## config.mk

```make
export PLATFORM = sky130hd
export DESIGN_NAME = fnd_scan_ctrl
export DESIGN_NICKNAME = d
export VERILOG_FILES = /design/src/rtl/fnd_pkg.sv /design/src/rtl/fnd_digit_sel.sv /design/src/rtl/fnd_scan_ctrl.sv
export SDC_FILE = /design/constraint.sdc
export NUM_CORES = 1
export LEC_CHECK = 0
export BUFFER_PORTS_ARGS = -buffer_cell sky130_fd_sc_hd__buf_2
export CAP_MARGIN = 10
export CELL_PAD_IN_SITES_DETAIL_PLACEMENT = 0
export CELL_PAD_IN_SITES_GLOBAL_PLACEMENT = 1
export CORE_MARGIN = 5
export CORE_UTILIZATION = 42
export DETAILED_ROUTE_END_ITERATION = 6
export PLACE_DENSITY_LB_ADDON = 0.05
export SYNTH_ARGS = -nofsm -noshare
export SYNTH_HDL_FRONTEND = slang
export SYNTH_SLANG_ARGS = --single-unit
export TNS_END_PERCENT = 20
```

## constraint.sdc

```tcl
create_clock -name i_Clk -period 3.35 [get_ports i_Clk]
set_input_delay 1.005 -clock i_Clk [delete_from_list [all_inputs] [get_ports i_Clk]]
set_output_delay 1.005 -clock i_Clk [all_outputs]
set_load 0.005 [all_outputs]
```

## src/rtl/fnd_pkg.sv

```systemverilog
// Shared definitions for the FND scan controller.
//   NUM_DIGITS   : digit positions on the shared segment bus
//   BCD_MAX      : largest legal BCD code; larger codes are blanked
//   phase_e      : slot phase, BLANK dead-time or SHOW
//   bcd_lzb_mask : leading-zero blank mask of a 4-digit BCD value
package fnd_pkg;

  localparam int unsigned NUM_DIGITS = 4;
  localparam logic [3:0]  BCD_MAX    = 4'd9;

  typedef enum logic {
    BLANK = 1'b0,
    SHOW  = 1'b1
  } phase_e;

  // Bit k set when lzb is enabled and digits k..top are all zero.
  // Digit 0 is never zero-blanked, so bit 0 is always clear.
  function automatic logic [NUM_DIGITS-1:0] bcd_lzb_mask(
    input logic [4*NUM_DIGITS-1:0] val,
    input logic                    lzb
  );
    logic [NUM_DIGITS-1:0] mask;
    logic                  upper_zero;
    mask       = '0;
    upper_zero = 1'b1;
    for (int unsigned k = NUM_DIGITS - 1; k >= 1; k--) begin
      upper_zero = upper_zero && (val[4*k +: 4] == 4'd0);
      mask[k]    = lzb && upper_zero;
    end
    return mask;
  endfunction

endpackage

```

## src/rtl/fnd_digit_sel.sv

```systemverilog
// Combinational digit selector for the FND scan controller.
//   idx      : active slot index
//   phase    : BLANK or SHOW phase of the active slot
//   disp_val : committed 4-digit BCD value
//   disp_dp  : committed decimal points
//   disp_lzb : committed leading-zero blanking enable
//   digit    : one-hot digit enable, 0 when dark
//   bcd      : BCD code of the active digit, 0 when dark
//   dp       : decimal point of the active digit, 0 when dark
module fnd_digit_sel
  import fnd_pkg::*;
(
  input  logic [1:0]  idx,
  input  phase_e      phase,
  input  logic [15:0] disp_val,
  input  logic [3:0]  disp_dp,
  input  logic        disp_lzb,
  output logic [3:0]  digit,
  output logic [3:0]  bcd,
  output logic        dp
);

  logic [NUM_DIGITS-1:0] blank_mask;
  logic [3:0]            sel_bcd;

  always_comb begin
    blank_mask = bcd_lzb_mask(disp_val, disp_lzb);
    for (int unsigned k = 0; k < NUM_DIGITS; k++) begin
      if (disp_val[4*k +: 4] > BCD_MAX) begin
        blank_mask[k] = 1'b1;
      end
    end
  end

  assign sel_bcd = disp_val[{idx, 2'b00} +: 4];

  always_comb begin
    digit = '0;
    bcd   = '0;
    dp    = 1'b0;
    if ((phase == SHOW) && !blank_mask[idx]) begin
      digit = 4'b0001 << idx;
      bcd   = sel_bcd;
      dp    = disp_dp[idx];
    end
  end

endmodule

```

## src/rtl/fnd_scan_ctrl.sv

```systemverilog
// Four-digit common-anode FND scan controller.
// Rotates one shared BCD/segment bus across four digits, with a dark
// dead-time at the start of every slot. New values are held pending and
// only committed on the digit-3 to digit-0 wrap so a frame never tears.
//   i_Clk    : system clock, rising edge
//   i_Rst    : asynchronous active-high reset
//   i_Val    : four BCD digits, [3:0] is digit 0
//   i_Dp     : decimal-point request per digit
//   i_Load   : strobe capturing i_Val/i_Dp into the pending register
//   i_LZB    : leading-zero blanking enable, sampled at commit
//   o_Digit  : one-hot digit enable, 0 when all off
//   o_BCD    : BCD code of the active digit
//   o_DP     : decimal point of the active digit
//   o_Frame  : one-cycle pulse when a commit takes effect
module fnd_scan_ctrl
  import fnd_pkg::*;
#(
  parameter int unsigned CLK_DIV   = 50000,
  parameter int unsigned BLANK_CYC = 16
) (
  input  logic        i_Clk,
  input  logic        i_Rst,
  input  logic [15:0] i_Val,
  input  logic [3:0]  i_Dp,
  input  logic        i_Load,
  input  logic        i_LZB,
  output logic [3:0]  o_Digit,
  output logic [3:0]  o_BCD,
  output logic        o_DP,
  output logic        o_Frame
);

  localparam int unsigned CNT_W = (CLK_DIV > 2) ? $clog2(CLK_DIV) : 1;

  logic [CNT_W-1:0] cnt;
  logic [1:0]       idx;
  logic [15:0]      pend_val;
  logic [3:0]       pend_dp;
  logic             pend_flag;
  logic [15:0]      disp_val;
  logic [3:0]       disp_dp;
  logic             disp_lzb;

  phase_e           phase;
  logic             slot_end;
  logic             wrap;
  logic             commit;
  logic [3:0]       sel_digit;
  logic [3:0]       sel_bcd;
  logic             sel_dp;

  assign phase    = (cnt < CNT_W'(BLANK_CYC)) ? BLANK : SHOW;
  assign slot_end = (cnt == CNT_W'(CLK_DIV - 1));
  assign wrap     = slot_end && (idx == 2'd3);
  // A load coinciding with the wrap is committed directly, bypassing pending.
  assign commit   = wrap && (pend_flag || i_Load);

  fnd_digit_sel u_digit_sel (
    .idx      (idx),
    .phase    (phase),
    .disp_val (disp_val),
    .disp_dp  (disp_dp),
    .disp_lzb (disp_lzb),
    .digit    (sel_digit),
    .bcd      (sel_bcd),
    .dp       (sel_dp)
  );

  always_ff @(posedge i_Clk or posedge i_Rst) begin
    if (i_Rst) begin
      cnt       <= '0;
      idx       <= '0;
      pend_val  <= '0;
      pend_dp   <= '0;
      pend_flag <= 1'b0;
      disp_val  <= '0;
      disp_dp   <= '0;
      disp_lzb  <= 1'b0;
      o_Digit   <= '0;
      o_BCD     <= '0;
      o_DP      <= 1'b0;
      o_Frame   <= 1'b0;
    end else begin
      if (slot_end) begin
        cnt <= '0;
        idx <= idx + 2'd1;
      end else begin
        cnt <= cnt + 1'b1;
      end

      if (i_Load) begin
        pend_val <= i_Val;
        pend_dp  <= i_Dp;
      end

      if (wrap) begin
        pend_flag <= 1'b0;
      end else if (i_Load) begin
        pend_flag <= 1'b1;
      end

      if (commit) begin
        disp_val <= i_Load ? i_Val : pend_val;
        disp_dp  <= i_Load ? i_Dp  : pend_dp;
        disp_lzb <= i_LZB;
      end

      o_Frame <= commit;
      o_Digit <= sel_digit;
      o_BCD   <= sel_bcd;
      o_DP    <= sel_dp;
    end
  end

endmodule

```

==> metrics.txt <==
CTS H-Tree Depth=3; most frequent cells in the layout=dfrtp_1, buf_2, mux2_2; placed cells=349; area grow syn2layout=16.6%; fillers=670; EDFF count, synth=0; fin. max-slew vios=0; RR Endpoint=disp_dp[2]; Fmax=426 MHz; initial core utilization=0.427; unrepaired setup endpoints after global routing=no; Detailed Route WL=5.48 mm; Crit. End Element=flop; nets=290; worst path arrival time=2.58 ns; critical path peak fanout=22; CTS tree=built; GRT Total Usage=0.138; initial antenna violation count=0; HP Class=flop to flop; ys async rst share=1.00; area of the mapped netlist=3060 um^2; hold_sp=cnt[0]; Initial DRT Pass Iterations=4; Post-Syn Area per Cell=13.7 um^2; Clock transition at path regs=0.07 ns; first-pass GRT wire length=9.39 mm; fin crit share=0.700; post-synthesis cell count=223; Seq/Total Area, Yosys=0.572; minimum clock period after layout=2.34 ns; Post-DP HPWL=3.87 mm; yosys warns=0; hold buffers post-CTS=0; post-CTS sizing=0; Fin. Hold Viols=0; vias=1789; DR vias/cell=4.90; io pins=34; most common cell after layout, fill and taps aside=dfrtp_1; Port Buffers=33; R2R Setup Slk=1.01 ns; synth unique cells=39; R2R depth=5; clk_lat worst skew=0.35 ns; Cell Pwr Density=500 nW/um^2; routed wire length per instance=15.0 um; Post-CTS Setup Bufs=0; commonest register cell after synthesis=dfrtp_1; initial detailed-routing violation count=60; GPL Wtd Cong=0.760; critical path launch point=cnt[7]; setup violators final=0; reg2reg start=cnt[7]; Startpoint Class=flop; status=complete, no violations; worst path required time=3.58 ns; Die ar.=9100 um^2; Layout Cells excl Fill=365; VDD IR max=0.000214 V; Overall Power=1.78 mW; largest net degree at the start of global routing=39; Worst Hold End=cnt[0]; # DRC=0; ANT nets after route=0; Worst Tran Pin Value=0.704 ns; critical path type=flop to flop; row count=31; core area=7180 um^2; hold depth=1; Max-Cap Viols=0; share of cells above drive strength 1=0.338; ANT cells=0; vias in the first global route=1862; Congestion Overflow GR=0; clock tree root buffer cell=clkbuf_8; clock sink count=70; clock skew=0.0116 ns; leakage power=1.66 nW; Sum Neg Setup Slack=0 ns; Slew Limit Headroom=0.530; net count after synthesis=252; die height=95.4 um; CTS Buffer Depth=2; Die W=95.4 um; final worst slack=1.01 ns; synthesized flop and latch total=70; Placement Setup Slack=0.719 ns; CTS Buf Count=9
critical path, cell delays in order, from the launching register on:
cell and delay (ns):
dfrtp_1 0.45, or4_4 0.56, nor4_4 0.33, and3b_1 0.20, buf_4 0.31, mux2_2 0.38
layout make-up:
type | instances | area, um^2 | area share
multi-input cells | 139 | 1220 | 0.343
inverters | 5 | 18.8 | 0.00526
flip-flops and latches | 70 | 1750 | 0.491
well taps | 99 | 124 | 0.0347
repair buffers | 36 | 200 | 0.0561
clock buffers | 13 | 159 | 0.0445
clock inverters | 3 | 90.1 | 0.0252
stage by stage:
stage	util	hold WS, ns	cell area (um^2)
after floorplan	-	0.453	3060
after global placement	0.463	0.475	3320
after detailed placement	0.463	0.480	3320
after CTS	0.497	0.490	3570
after global routing	0.497	0.517	3570
final	0.497	0.487	3570
cells in the mapped netlist, types with 2 or more instances:
cell       n  area [um^2]
nor3b_1    5         37.5
clkbuf_1   4         15.0
nor2_1    12         45.0
nand2_1    9         33.8
nor3_1     7         35.0
xor2_1     4         35.0
mux2_2    22          248
o21ai_0    4         20.0
nand3_1    6         30.0
xnor2_1    9         78.8
ha_1       5         62.6
dfrtp_1   70         1750
o211ai_1   2         15.0
mux2_1     9          101
inv_1      5         18.8
or4_1      2         15.0
nand4_1    7         43.8
a21oi_1    3         15.0
or3_1      2         12.5
mux2_4    10          150
nor4_1     4         25.0
mux4_2     5          113
sequential cells by signal, summed over array words and instances, names as in the netlist:
register,flops
cnt,16
disp_dp,4
disp_lzb,1
disp_val,16
idx,2
o_BCD,4
o_DP,1
o_Digit,4
o_Frame,1
pend_dp,4
pend_flag,1
pend_val,16
where the power goes:
group	switching, mW	internal (mW)
logic	0.0369	0.0341
clock network	0.302	0.536
registers	0.00517	0.868
metal layers:
metal | up-vias | part of all wire | track usage | routed length (um)
met1 | 866 | 0.54 | 0.211 | 2990
met5 | - | 0 | 0 | 0
met2 | 37 | 0.39 | 0.177 | 2150
met4 | 0 | 0.016 | 0.0569 | 89
met3 | 10 | 0.046 | 0.0458 | 255
li1 | 876 | - | - | -
logic make-up after synthesis:
| logic type | share of synthesized area |
|---|---|
| xor+xnor | 0.0372 |
| simple gates | 0.116 |
| mux | 0.200 |
| compound gates | 0.0262 |
| buf+inv | 0.0278 |
| flops | 0.572 |
| fa+ha+maj | 0.0204 |
how the worst max path moves through the flow:
stage,end,slack [ns],cells past startpoint
after floorplan,cnt[0],0.58,1
after detailed placement,disp_dp[2],0.72,5
after CTS,disp_dp[2],0.99,5
after global routing,disp_dp[2],0.92,5
after global placement,disp_dp[1],0.75,5
final,disp_dp[2],1.01,5
Power figures use the tool's default switching activity.
